$ cat src/rtl/vend_pkg.sv
// Shared types for the vending controller: FSM state, coin codes and coin values.
package vend_pkg;

    typedef enum logic [1:0] {
        ST_IDLE,
        ST_CREDIT,
        ST_VEND,
        ST_CHANGE
    } vend_state_e;

    localparam logic [1:0] COIN_NONE = 2'b00;
    localparam logic [1:0] COIN_1    = 2'b01;
    localparam logic [1:0] COIN_2    = 2'b10;
    localparam logic [1:0] COIN_5    = 2'b11;

    function automatic logic [2:0] coin_value(input logic [1:0] code);
        case (code)
            COIN_1:  return 3'd1;
            COIN_2:  return 3'd2;
            COIN_5:  return 3'd5;
            default: return 3'd0;
        endcase
    endfunction

endpackage

$ cat src/rtl/vend_timer.sv
// Idle-cycle timer for credit auto-refund; only built when VEND_TIMEOUT_EN is defined.
// o_expire pulses in the TIMEOUT_CYCLES-th consecutive running cycle since the last clear.
`ifdef VEND_TIMEOUT_EN
module vend_timer #(
    parameter int TIMEOUT_CYCLES = 16
) (
    input  logic clk,
    input  logic reset,
    input  logic i_clear,
    input  logic i_run,
    output logic o_expire
);

    localparam int CNT_W = $clog2(TIMEOUT_CYCLES + 1);
    localparam logic [CNT_W-1:0] LP_LAST = CNT_W'(TIMEOUT_CYCLES - 1);

    logic [CNT_W-1:0] r_cnt;

    always_ff @(posedge clk) begin
        if (reset || i_clear) begin
            r_cnt <= '0;
        end else if (i_run && (r_cnt != LP_LAST)) begin
            r_cnt <= r_cnt + 1'b1;
        end
    end

    assign o_expire = i_run && !i_clear && (r_cnt == LP_LAST);

endmodule
`endif

$ cat src/rtl/vend_ctrl.sv
// Vending controller: coin credit, purchase, dispense and unit-by-unit change return.
// Define VEND_TIMEOUT_EN to refund idle credit after TIMEOUT_CYCLES cycles.
module vend_ctrl
    import vend_pkg::*;
#(
    parameter int PRICE          = 4,
    parameter int MAX_CREDIT     = 9,
    parameter int CREDIT_W       = 4,
    parameter int TIMEOUT_CYCLES = 16
) (
    input  logic                clk,
    input  logic                reset,
    input  logic                coin_valid,
    input  logic [1:0]          coin,
    input  logic                sel,
    input  logic                cancel,
    input  logic                disp_ack,
    input  logic                chg_ack,
    output logic [CREDIT_W-1:0] credit,
    output logic                coin_ready,
    output logic                coin_reject,
    output logic                disp_req,
    output logic                chg_req,
    output logic                busy
);

    localparam logic [CREDIT_W-1:0] LP_PRICE = CREDIT_W'(PRICE);
    localparam logic [CREDIT_W-1:0] LP_MAX   = CREDIT_W'(MAX_CREDIT);

    if ((MAX_CREDIT + 5 >= 2**CREDIT_W) || (TIMEOUT_CYCLES < 1)) begin : g_bad_params
        $error("vend_ctrl: illegal parameter combination");
    end

    vend_state_e         r_state;
    vend_state_e         w_state_nxt;
    logic [CREDIT_W-1:0] r_credit;
    logic [CREDIT_W-1:0] w_credit_nxt;
    logic                r_coin_reject;

    logic                w_ready;
    logic [CREDIT_W-1:0] w_sum;
    logic                w_coin_try;
    logic                w_coin_acc;
    logic                w_coin_ovf;
    logic                w_timeout;

    assign w_ready    = (r_state == ST_IDLE) || (r_state == ST_CREDIT);
    // MAX_CREDIT+5 fits in CREDIT_W, so the sum never wraps.
    assign w_sum      = r_credit + CREDIT_W'(coin_value(coin));
    assign w_coin_try = coin_valid && (coin != COIN_NONE) && w_ready;
    assign w_coin_acc = w_coin_try && (w_sum <= LP_MAX);
    assign w_coin_ovf = w_coin_try && !(w_sum <= LP_MAX);

`ifdef VEND_TIMEOUT_EN
    vend_timer #(
        .TIMEOUT_CYCLES(TIMEOUT_CYCLES)
    ) u_timer (
        .clk     (clk),
        .reset   (reset),
        .i_clear (w_coin_acc || (r_state != ST_CREDIT)),
        .i_run   (r_state == ST_CREDIT),
        .o_expire(w_timeout)
    );
`else
    assign w_timeout = 1'b0;
`endif

    always_ff @(posedge clk) begin
        if (reset) begin
            r_state <= ST_IDLE;
        end else begin
            r_state <= w_state_nxt;
        end
    end

    always_ff @(posedge clk) begin
        if (reset) begin
            r_credit      <= '0;
            r_coin_reject <= 1'b0;
        end else begin
            r_credit      <= w_credit_nxt;
            r_coin_reject <= w_coin_ovf;
        end
    end

    always_comb begin
        w_state_nxt  = r_state;
        w_credit_nxt = w_coin_acc ? w_sum : r_credit;
        case (r_state)
            ST_IDLE: begin
                if (w_coin_acc) w_state_nxt = ST_CREDIT;
            end
            ST_CREDIT: begin
                // Price test uses the pre-add credit; a same-cycle coin still lands.
                if (cancel || w_timeout) begin
                    w_state_nxt = ST_CHANGE;
                end else if (sel && (r_credit >= LP_PRICE)) begin
                    w_state_nxt = ST_VEND;
                end
            end
            ST_VEND: begin
                if (disp_ack) begin
                    w_credit_nxt = r_credit - LP_PRICE;
                    w_state_nxt  = (r_credit == LP_PRICE) ? ST_IDLE : ST_CHANGE;
                end
            end
            ST_CHANGE: begin
                if (r_credit == '0) begin
                    w_state_nxt = ST_IDLE;
                end else if (chg_ack) begin
                    w_credit_nxt = r_credit - 1'b1;
                    if (r_credit == CREDIT_W'(1)) w_state_nxt = ST_IDLE;
                end
            end
            default: begin
                w_state_nxt  = ST_IDLE;
                w_credit_nxt = '0;
            end
        endcase
    end

    always_comb begin
        coin_ready = 1'b0;
        disp_req   = 1'b0;
        chg_req    = 1'b0;
        busy       = 1'b0;
        case (r_state)
            ST_IDLE, ST_CREDIT: coin_ready = 1'b1;
            ST_VEND: begin
                disp_req = 1'b1;
                busy     = 1'b1;
            end
            ST_CHANGE: begin
                chg_req = (r_credit != '0);
                busy    = 1'b1;
            end
            default: coin_ready = 1'b0;
        endcase
    end

    assign credit      = r_credit;
    assign coin_reject = r_coin_reject;

endmodule

$ cat config.mk
export PLATFORM = sky130hd
export DESIGN_NAME = vend_ctrl
export DESIGN_NICKNAME = d
export VERILOG_FILES = /design/src/rtl/vend_pkg.sv /design/src/rtl/vend_timer.sv /design/src/rtl/vend_ctrl.sv
export SDC_FILE = /design/constraint.sdc
export NUM_CORES = 1
export LEC_CHECK = 0
export ABC_AREA = 1
export CELL_PAD_IN_SITES_DETAIL_PLACEMENT = 0
export CELL_PAD_IN_SITES_GLOBAL_PLACEMENT = 2
export CORE_MARGIN = 2
export CORE_UTILIZATION = 33
export DETAILED_ROUTE_END_ITERATION = 10
export DONT_BUFFER_PORTS = 1
export HOLD_SLACK_MARGIN = 0.03
export MAX_ROUTING_LAYER = met4
export PLACE_DENSITY_LB_ADDON = 0.1
export SLEW_MARGIN = 20
export SYNTH_ARGS = -nofsm -noshare
export SYNTH_HDL_FRONTEND = slang
export SYNTH_SLANG_ARGS = --single-unit
$ cat constraint.sdc
create_clock -name clk -period 5.6 [get_ports clk]
set_clock_uncertainty 0.2 [all_clocks]
set_input_delay 0.56 -clock clk [delete_from_list [all_inputs] [get_ports clk]]
set_output_delay 0.56 -clock clk [all_outputs]
set_load 0.1 [all_outputs]
==> results.sh <==
export IMPL_grt_start_max_net_pins=8
export IMPL_power_switching_share_pct=63.0
export IMPL_fin_crit_ns=3.36
export IMPL_hold_start="reset"
export IMPL_final_util_pct=38.7
export IMPL_drt_iter0_markers=9
export IMPL_cp_end_kind="output pin"
export IMPL_startpoint_type="flop"
export IMPL_grt_pass1_wl_um=2900
export IMPL_ctsResizeCount=0
export IMPL_cts_tree="built"
export IMPL_dieArea_um2=2480
export IMPL_yosys_warnings=0
export IMPL_worst_path_buf_inv=1
export IMPL_synth_area_um2=692
export IMPL_required_ns=4.84
export IMPL_hold_path_class="in -> reg"
export IMPL_avgRoutedWirePerCell_um=12.0
export IMPL_p_switching_w=0.000269
export IMPL_crit_chain="inv_1 > ha_1 > a21oi_4"
export IMPL_clkPwrFrac_pct=11.6
export IMPL_overflow=0
export IMPL_gp_congestion=0.785
export IMPL_cts_buffer_depth=2
export IMPL_drt_first_pass_iters=4
export IMPL_cts_max_level=1
export IMPL_ant_nets=0
export IMPL_rsz0062_at_grt="no"
export IMPL_power_frac_seq_pct=31.6
export IMPL_critPathTopFamily="flip-flops"
export IMPL_grt_pass1_vias=625
export IMPL_drive_gt1_share_pct=12.5
export IMPL_cts_hold_buf=0
export IMPL_cp_slowest_stage_delay_ns=1.02
export IMPL_hold_violations=0
export IMPL_yosys_cell_types_count=23
export IMPL_synth_top_flop_cell="dfxtp_1"
export IMPL_combPwrFrac_pct=56.8
export IMPL_maxSlewViolCount=0
export IMPL_yosysSeqAreaShare_pct=20.3
export IMPL_crit_start="credit[1]"
export IMPL_place_hpwl_um=1380
export IMPL_status="complete, no violations"
export IMPL_grt_antenna_before_repair=0
export IMPL_area_growth_pct=9.76
export IMPL_internal_power_w=0.000158
export IMPL_viasPerCell=4.86
export IMPL_synth_nets=125
export IMPL_slowest_stage="dfxtp_1"
export IMPL_synth_seq_cells=7
export IMPL_numPortBuffers=0
export IMPL_synth_edf_count=0
export IMPL_total_power_w=0.000426
export IMPL_p_leak_nw=0.355
export IMPL_core_um2=1960
export IMPL_power_density_nw_per_um2=562
export IMPL_die_h_um=49.8
export IMPL_cts_setup_buffers=0
export IMPL_cts_sinks=7
export IMPL_worstMarginPinSlew_ns=1.09
export IMPL_routed_via_count=675
export IMPL_grt_usage_pct=16.4
export IMPL_async_flop_share_pct=0
export IMPL_clk_latency_ns=0.26
export IMPL_cts_root_buffer="clkbuf_4"
export IMPL_drt_total_wl_um=1670
export IMPL_numCtsBuffers=3
export IMPL_io_pins=18
export IMPL_die_x_um=49.8
export IMPL_final_setup_viol_count=0
export IMPL_maxCapViolations=0
export IMPL_synth_cells=108
export IMPL_finalCritPeriodShare_pct=60.0
export IMPL_clock_fmax_mhz=298
export IMPL_fin_nets=130
export IMPL_syn_avg_cell_area_um2=6.41
export IMPL_critPathMaxFanout=5
export IMPL_tns_ns=0
export IMPL_cp_arrival_ns=2.60
export IMPL_start_util_pct=35.3
export IMPL_drc=0
export IMPL_r2r_start="credit[1]"
export IMPL_row_count=16
export IMPL_worst_slew_margin_rel_pct=26.9
export IMPL_path_class="reg -> out"
export IMPL_path_clk_slew_ns=0.06
export IMPL_num_antenna_cells=0
export IMPL_irDropWorstVdd_mv=0.300
-- sequential cells by signal, indices dropped and copies added, names as in the netlist --
register,flops
credit,4
r_state,2
coin_reject,1
-- synthesized netlist by cell type, types with 2 or more instances --
cell	count	area, um2
a21oi_1	6	30.0
a21oi_2	2	17.5
a31oi_1	2	12.5
clkbuf_1	2	7.51
dfxtp_1	7	140
ha_1	7	87.6
inv_1	18	67.6
nand2_1	26	97.6
nand2_2	2	12.5
nand3_1	12	60.1
nor2_1	9	33.8
o21ai_0	4	20.0
-- final timing paths --
| check | endpoint | slack, ns | cells after the start |
|---|---|---|---|
| worst max-delay path | chg_req | 2.24 | 3 |
| worst min-delay path | r_state[0] | 0.15 | 1 |
| worst max register to register | credit[2] | 2.40 | 9 |
| worst min register to register | r_state[0] | 0.46 | 4 |
-- power by group through the flow --
stage	logic (W)	registers [W]	clock network [W]
floorplan	0.000190	0.000151	0
global placement	0.000248	0.000136	0
detailed placement	0.000245	0.000136	0
CTS	0.000246	0.000135	0.0000499
global route	0.000273	0.000138	0.0000523
finish	0.000242	0.000135	0.0000494
-- cell families (layout without fill, tap and decap cells) --
| kind of cell | Yosys count | count (layout) | share of synthesized area (%) |
|---|---|---|---|
| DFF | 7 | 7 | 20.3 |
| and+or+nand+nor | 53 | 53 | 34.5 |
| buffers and inverters | 21 | 25 | 11.4 |
| adders and majority gates | 8 | 8 | 15.6 |
| xor gates and xnor gates | 1 | 1 | 1.27 |
| AOI/OAI and AO/OA | 18 | 18 | 17.0 |
-- per-layer routing --
layer | share of wire [%] | vias up | GRT usage (%)
met1 | 47 | 298 | 20.5
met2 | 45 | 20 | 22.9
li1 | - | 352 | -
met3 | 7.2 | 5 | 7.88
met4 | 1.3 | 0 | 5.56
met5 | 0 | - | -
-- metrics by stage --
stage	cell area, um2	cells	worst slack (ns)	hold slack (ns)
after floorplan	692	108	2.61	0.320
after global placement	733	135	2.38	0.426
after detailed placement	733	135	2.38	0.425
after CTS	759	139	2.23	0.149
after global routing	759	139	2.14	0.146
final	759	139	2.24	0.149
-- cell type report --
cell class                 instances  area, um2
clock buffer                       4       26.3
inverter                          19       71.3
multi-input combinational         80        473
tap                               27       33.8
fill                             247       1200
timing repair buffer               2       15.0
sequential                         7        140
-- placed cells by master (no fill, tap or decap), drive strengths merged --
cell type and count:
ha 7, buf 2, inv 19, o21ai 5
nor2 10, xor2 1, a31oi 2, a211oi 1
o221ai 1, or2 1, nor4 1, fa 1
clkbuf 4, a21oi 9, nand3 12, dfxtp 7
nand2 29
-- worst register-to-register path, stage by stage (launching register included) --
cell	delay [ns]
dfxtp_1	1.02
inv_1	0.30
ha_1	0.36
a21oi_4	0.66
nand2_2	0.18
o21ai_1	0.16
nand2_1	0.07
nand2_1	0.05
nand2_1	0.06
a21oi_2	0.09
No activity file was read; power rests on OpenSTA's default activity.
